`src/rtl/median3_stream_filter.sv`:
```
// median3_stream_filter
//   Streaming 3-tap median filter. Keeps a sliding window of the last three
//   accepted unsigned samples and emits one registered median per accepted
//   sample once the window is full.
//
// Ports
//   clk        rising-edge clock
//   rst_n      asynchronous active-low reset
//   CLEAR      synchronous window flush, active-high, highest priority
//   IN_VALID   upstream sample valid
//   IN_READY   block can accept a sample this cycle
//   IN_DATA    upstream sample (WIDTH bits, unsigned)
//   OUT_VALID  OUT_DATA holds a median
//   OUT_READY  downstream accepts OUT_DATA
//   OUT_DATA   registered median of the window
//   FILL       number of valid window entries (0..3)
module median3_stream_filter #(
  parameter int WIDTH = 4
) (
  input  logic             clk,
  input  logic             rst_n,
  input  logic             CLEAR,
  input  logic             IN_VALID,
  output logic             IN_READY,
  input  logic [WIDTH-1:0] IN_DATA,
  output logic             OUT_VALID,
  input  logic             OUT_READY,
  output logic [WIDTH-1:0] OUT_DATA,
  output logic [1:0]       FILL
);

  // Only the two newest window entries are stored: the oldest entry of the
  // full window is always discarded by the next shift before it could be
  // used, and the post-shift window for a median is {w1_q, w2_q, IN_DATA}.
  logic [WIDTH-1:0] w1_q;
  logic [WIDTH-1:0] w2_q;
  logic [1:0]       fill_q;
  logic             out_valid_q;
  logic [WIDTH-1:0] out_data_q;

  // Reset release synchroniser: the block stays inert until the first
  // rising edge after rst_n deasserts, so the first accept can happen on
  // the second edge.
  logic             run_q;

  logic             accept;
  logic             transfer;
  logic [WIDTH-1:0] median_next;

  function automatic logic [WIDTH-1:0] med3(
    input logic [WIDTH-1:0] a,
    input logic [WIDTH-1:0] b,
    input logic [WIDTH-1:0] c
  );
    logic [WIDTH-1:0] lo;
    logic [WIDTH-1:0] hi;
    lo = (a < b) ? a : b;
    hi = (a < b) ? b : a;
    if (c < lo)      return lo;
    else if (c > hi) return hi;
    else             return c;
  endfunction

  always_comb begin
    IN_READY    = run_q && !CLEAR &&
                  ((fill_q < 2'd2) || !out_valid_q || OUT_READY);
    accept      = IN_VALID && IN_READY;
    transfer    = out_valid_q && OUT_READY;
    median_next = med3(w1_q, w2_q, IN_DATA);
  end

  always_ff @(posedge clk or negedge rst_n) begin
    if (!rst_n) begin
      run_q <= 1'b0;
    end else begin
      run_q <= 1'b1;
    end
  end

  always_ff @(posedge clk or negedge rst_n) begin
    if (!rst_n) begin
      w1_q        <= '0;
      w2_q        <= '0;
      fill_q      <= '0;
      out_valid_q <= 1'b0;
      out_data_q  <= '0;
    end else if (CLEAR) begin
      w1_q        <= '0;
      w2_q        <= '0;
      fill_q      <= '0;
      out_valid_q <= 1'b0;
    end else begin
      if (accept) begin
        w1_q <= w2_q;
        w2_q <= IN_DATA;
        if (fill_q != 2'd3) begin
          fill_q <= fill_q + 2'd1;
        end
      end
      // An accept that leaves the window full loads a new median; this
      // also covers a same-cycle transfer, keeping one sample per clock.
      if (accept && (fill_q >= 2'd2)) begin
        out_valid_q <= 1'b1;
        out_data_q  <= median_next;
      end else if (transfer) begin
        out_valid_q <= 1'b0;
      end
    end
  end

  assign OUT_VALID = out_valid_q;
  assign OUT_DATA  = out_data_q;
  assign FILL      = fill_q;

endmodule

```
`config.mk`:
```
export PLATFORM = sky130hd
export DESIGN_NAME = median3_stream_filter
export DESIGN_NICKNAME = d
export VERILOG_FILES = /design/src/rtl/median3_stream_filter.sv
export SDC_FILE = /design/constraint.sdc
export NUM_CORES = 1
export LEC_CHECK = 0
export ABC_AREA = 0
export BUFFER_PORTS_ARGS = -buffer_cell sky130_fd_sc_hd__buf_2
export CORE_MARGIN = 10
export CORE_UTILIZATION = 56
export DETAILED_ROUTE_END_ITERATION = 6
export HOLD_SLACK_MARGIN = 0.1
export PLACE_DENSITY_LB_ADDON = 0.3
export SYNTH_ARGS = -nofsm -noshare
export SYNTH_HDL_FRONTEND = slang
export SYNTH_SLANG_ARGS = --single-unit
```
`constraint.sdc`:
```
create_clock -name clk -period 3.6 [get_ports clk]
set_input_delay 0.72 -clock clk [delete_from_list [all_inputs] [get_ports clk]]
set_output_delay 0.72 -clock clk [all_outputs]
set_load 0.005 [all_outputs]
```
### After elaboration in Yosys (flattened, before gate mapping)

Index checks and enable logic that the tools add are counted.

* add/sub/neg operators: 1
* magnitude comparators: 5
* equality and inequality tests: 1
* mux-type cells: 14
* bitwise gates (word level): 1
* reduce and logical (&&, ||, !) cells: 14

Operators by type and width (number)
* 4-bit 2-to-1 mux: 8
* 4-bit < comparator: 2
* 2-bit 2-to-1 mux: 3
* 1-bit logical AND: 5
* 4-bit > comparator: 1
* 2-bit AND reduction: 2
* 2-bit nonzero test: 2
* 1-bit 2-to-1 mux: 3
* 3-bit nonzero test: 1
* 2-bit by 1-bit adder with 2-bit output, second input constant: 1
* 2-bit >= comparator, second input constant: 1
* 1-bit logical NOT: 2
* 1-bit logical OR: 2
* 2-bit < comparator, second input constant: 1
* 2-bit inequality test, second input constant: 1
* 1-bit NOT: 1

* bits in registers: 16
* bits of input ports: 9
* output and inout port bits: 8
* word-level logic and storage cells: 42

### Depth between registers and ports, before layout

* depth after elaboration: 8
* mapped depth: 15
* mapped depth without buffers: 14

### Worst setup path before layout

Ideal clock, no wire load.

* path type: register to register
* start: register w1_q[3]
* end: register out_data_q[1] (netlist: OUT_DATA[1])
* library setup time: 121 ps
* arrival: 2763 ps
* required time: 3479 ps
* setup slack: 716 ps
* cell stages (with the launch flop): 13
* path buffers: 1
* period minus slack after synthesis: 2884 ps
* path through: dfrtp_1 inv_1 ha_1 nor2b_1 a211oi_2 buf_4 mux2i_1 ha_1 a2111oi_2 o2bb2ai_4 mux2_4 nor3_2 nor2_1

* word-level cells in the longest chain between the ends: 5
* elaborated cells between the ends (all ways): 7
* classes of those cells: order compare (3); mux (4)

Ends and longest elaborated chain
* start: declaration: line 35 `logic [WIDTH-1:0] w1_q;`
* start signal: assignment: line 94 `w1_q <= w2_q;`
* 4-bit < comparator: line 57, 58
* 4-bit 2-to-1 mux: line 58 `hi = (a < b) ? b : a;`
* 4-bit > comparator: line 60 `else if (c > hi) return hi;`
* 4-bit 2-to-1 mux: line 60
* 4-bit 2-to-1 mux (*): line 59 `if (c < lo) return lo;`
* end signal: assignment: line 104 `out_data_q <= median_next;`
* end: declaration: line 39 `logic [WIDTH-1:0] out_data_q;`

Every way passes the cells marked *; elsewhere a longest branch is shown, timed or not.
A chain may end at the register's enable or synchronous reset.

### Worst setup path after layout

* start: register w2_q[3]
* end: register out_data_q[2] (netlist: OUT_DATA[2])

* word-level cells in the longest chain between the ends: 5
* elaborated cells between the ends (all ways): 7
* classes of those cells: order compare (3); mux (4)

Ends and longest elaborated chain
* start: declaration: line 36 `logic [WIDTH-1:0] w2_q;`
* start signal: assignment: line 83 `w2_q <= '0;`
* start signal: assignment: line 89 `w2_q <= '0;`
* start signal: assignment: line 95 `w2_q <= IN_DATA;`
* 4-bit < comparator: line 57, 58
* 4-bit 2-to-1 mux: line 58
* 4-bit > comparator: line 60
* 4-bit 2-to-1 mux: line 60
* 4-bit 2-to-1 mux (*): line 59

Marks and branches as above.

==> metrics.yaml <==
sta:
  rsz0062_at_grt: "no"
  finalMaxSlewViolations: 0
  fin_crit_ns: 3.069
  setup_violations: 0
  hold_viol: 0
  period_share: 0.8526
  timing.fmax_ghz: 0.3258
  finalSetupTns_ns: 0
  fin_worst_skew_ns: 0.002586
  slew-limit-headroom: 0.3743
  tightest_slew_ns: 0.9345
setup_path:
  reg2reg_slack_ns: 0.53
  startpoint_type: "flip-flop"
  cp-startpoint: "w2_q[3]$_DFFE_PN0P_"
  r2r_start: "w2_q[3]$_DFFE_PN0P_"
  max_stage_delay_ns: 0.39
  r2r_end: "OUT_DATA[2]$_DFFE_PN0P_"
  endpoint_kind: "flip-flop"
  critPathArrivalTime_ns: 3.26
  critPathMostFrequentCell: "ha_1"
  endpoint: "OUT_DATA[2]$_DFFE_PN0P_"
  rr_worst_depth: 14
  slowest_stage: "dfrtp_1"
  critical_path_class: "flip-flop to flip-flop"
  crit_fanout: 13
  crit_path_cell_trace: "inv_1, ha_1, nor2b_1, a211oi_2, buf_4, mux2_4, ha_1, nand4_1, o21ai_1, a21oi_4, nor3b_1, o21bai_2, a22oi_1, nor2_1"
  cp_data_required_time_ns: 3.79
run_status:
  status: "finished, final reports clean"
final_layout:
  drive_gt1_frac: 0.2808
  areaGrowthSynthToFinish_pct: 10.98
  layout.nets: 170
  multiInputGateArea_um2: 763.2
  fin_util: 0.6757
  nFillCells: 169
  n_antenna_cell: 0
  seqCellArea_um2: 400.4
clocking:
  post-cts-setup-buffers: 0
  ctsHoldBuffers: 0
  path_clk_slew_ns: 0.10
  cts_root_buf: "clkbuf_4"
  htreeDepth: 1
  cts_made_buffers: 3
  post_cts_resized: 0
  cts_tree: "yes"
  cts.path.max_buffers: 2
  clk_latency_ns: 0.29
  cts_sinks: 16
power_and_ir_drop:
  p_leak_uw: 0.0006486
  p_per_area_mw_per_mm2: 358.6
  p_int_uw: 329.9
  netSwitchingFraction: 0.3267
  switchingPower_uw: 160.1
  comb_power_share: 0.312
  ir_worst_vdd_uv: 269.0
  clkPwrFrac: 0.255
  p_seq_frac: 0.433
floorplan:
  start_util: 0.6089
  io_pins: 17
  die_area_mm2: 0.004474
  die_h_um: 66.89
  rows: 16
  fp.coreArea_mm2: 0.002022
  die_w_um: 66.89
grt:
  grtUsageMet3: 0.03177
  grt.overflow.total: 0
  grtUsageTotal: 0.1222
  antenna_found_initial: 0
  grtUsageMet2: 0.1991
  grt_max_degree: 17
  gr-usage-met1: 0.1524
  grt_pass1_wl_um: 4312
  top_usage_layer: "met2"
  first_global_vias: 903
detailed_routing:
  post-route-drc-count: 0
  vias: 986
  viasPerCell: 5.699
  ant_nets: 0
  routed_wl_um: 2617
  drtIter0Drc: 60
  wl_per_cell_um: 15.13
  firstDrtPassIters: 4
synthesis:
  postSynthCellCount: 129
  synth-seq-cells: 16
  postSynthAreaPerCell_um2: 9.544
  synth_mux_area_frac: 0.07622
  synth_compound_area_frac: 0.2337
  synth-xor-area-share: 0.007114
  synth.distinct_cells: 36
  synth_area_mm2: 0.001231
  ys_warn_count: 0
  synthAdderAreaFrac: 0.1423
  syn_nets: 152
  synth-simple-area-share: 0.1575
  yosysSeqAreaShare: 0.3252
  synth_top_family_by_area: "compound AO/OA/AOI/OAI gates"
run:
  drv_cap: 0
place:
  post-dp-hpwl_um: 2074
  port_buffers: 16
  place.gp.congestion: 0.9080
hold_path:
  min_path_type: "input port to async pin"
-- worst max-delay path: cells and delay by family, from the launching register on --
| family | cells | cell delay, ns |
|---|---|---|
| buf+inv | 2 | 0.34 |
| mux | 1 | 0.33 |
| compound gates | 5 | 0.71 |
| flops | 1 | 0.39 |
| fa+ha+maj | 2 | 0.55 |
| simple gates | 4 | 0.64 |
-- cell usage in the layout, fill, tap and decap left out, types with 3 or more instances in the layout --
cell type | synthesis | layout
nor3_1 | 3 | 3
buf_2 | 0 | 16
nor2_1 | 17 | 17
inv_2 | 5 | 5
mux2_1 | 3 | 3
nand3b_1 | 5 | 5
o21ai_1 | 10 | 10
clkbuf_4 | 0 | 3
mux2i_1 | 3 | 3
nand2_1 | 5 | 5
dfrtp_1 | 16 | 16
ha_1 | 14 | 14
o21ai_0 | 3 | 3
inv_1 | 7 | 7
a21oi_1 | 6 | 6
-- flip-flops by register name, summed over array words and instances, names as in the netlist --
register	cells
FILL	2
OUT_DATA	4
OUT_VALID	1
run_q	1
w1_q	4
w2_q	4
-- cell usage after synthesis --
cell | count | share of area
dfrtp_1 | 16 | 0.33
mux2i_1 | 3 | 0.024
xnor2_1 | 1 | 0.0071
buf_4 | 2 | 0.012
a31oi_1 | 2 | 0.010
mux2_1 | 3 | 0.027
nand3b_1 | 5 | 0.030
a21oi_2 | 1 | 0.0071
clkbuf_1 | 2 | 0.0061
a21oi_1 | 6 | 0.024
inv_1 | 7 | 0.021
a311oi_2 | 1 | 0.012
conb_1 | 1 | 0.0030
o22ai_2 | 1 | 0.010
nor3_1 | 3 | 0.012
nand2_1 | 5 | 0.015
mux2_4 | 2 | 0.024
o21ai_1 | 10 | 0.041
inv_2 | 5 | 0.015
o211ai_1 | 1 | 0.0061
o2bb2ai_4 | 1 | 0.022
nor2b_1 | 2 | 0.010
ha_1 | 14 | 0.14
a2111oi_2 | 1 | 0.012
o21bai_2 | 2 | 0.018
a21boi_2 | 1 | 0.0091
a21oi_4 | 1 | 0.013
nor3b_1 | 2 | 0.012
nor3_2 | 2 | 0.016
nor2_1 | 17 | 0.052
a22oi_1 | 2 | 0.012
o21ai_0 | 3 | 0.012
o311ai_2 | 1 | 0.013
nand4_1 | 1 | 0.0051
nand3_1 | 1 | 0.0041
a211oi_2 | 1 | 0.010
-- cells by family after synthesis --
group	count (synthesis)
compound gates	35
xor+xnor	1
fa+ha+maj	14
buf+inv	16
flops	16
mux	8
other cells	1
simple gates	38
-- worst min-delay path by stage --
stage | depth (start not counted) | startpoint | endpoint | slack [ns]
after floorplan | 0 | rst_n | FILL[0]$_DFFE_PN0P_ | 0.42
final | 1 | rst_n | OUT_DATA[1]$_DFFE_PN0P_ | 0.31
after CTS | 1 | rst_n | OUT_DATA[2]$_DFFE_PN0P_ | 0.33
after global placement | 2 | OUT_DATA[3]$_DFFE_PN0P_ | OUT_DATA[3]$_DFFE_PN0P_ | 0.47
after global routing | 1 | rst_n | OUT_DATA[2]$_DFFE_PN0P_ | 0.32
after detailed placement | 2 | OUT_DATA[3]$_DFFE_PN0P_ | OUT_DATA[3]$_DFFE_PN0P_ | 0.49
-- power by group through the flow --
| stage | Sequential (uW) | Combinational [uW] | Clock (uW) |
|---|---|---|---|
| floorplan | 216 | 106 | 0 |
| global placement | 215 | 149 | 0 |
| detailed placement | 216 | 154 | 0 |
| CTS | 212 | 154 | 125 |
| global route | 216 | 172 | 133 |
| finish | 212 | 153 | 125 |
-- stage by stage --
stage / std cells / total power (uW) / cell area, um2 / setup WS (ns) / hold WS, ns
2_1_floorplan: 129 / 322.9 / 1231 / 0.7162 / 0.4244
3_3_place_gp: 169 / 364.2 / 1330 / 0.6255 / 0.4667
3_5_place_dp: 169 / 369.7 / 1330 / 0.5704 / 0.4855
4_1_cts: 173 / 491.9 / 1366 / 0.5479 / 0.3279
5_1_grt: 173 / 520.4 / 1366 / 0.3485 / 0.3238
6_report: 173 / 490.0 / 1366 / 0.5308 / 0.3145
-- layout make-up --
type                    count  area share
clock buffers               4     0.02656
inverters                  12     0.03297
multi-input cells          97      0.5586
flip-flops and latches     16      0.2930
well taps                  27     0.02473
repair buffers             17     0.06410
-- metal layers --
layer	wire length, um	up-vias
met5	0	-
met4	23	0
li1	-	493
met1	1182	475
met2	1280	16
met3	130	2
No activity file was read; power rests on OpenSTA's default activity.
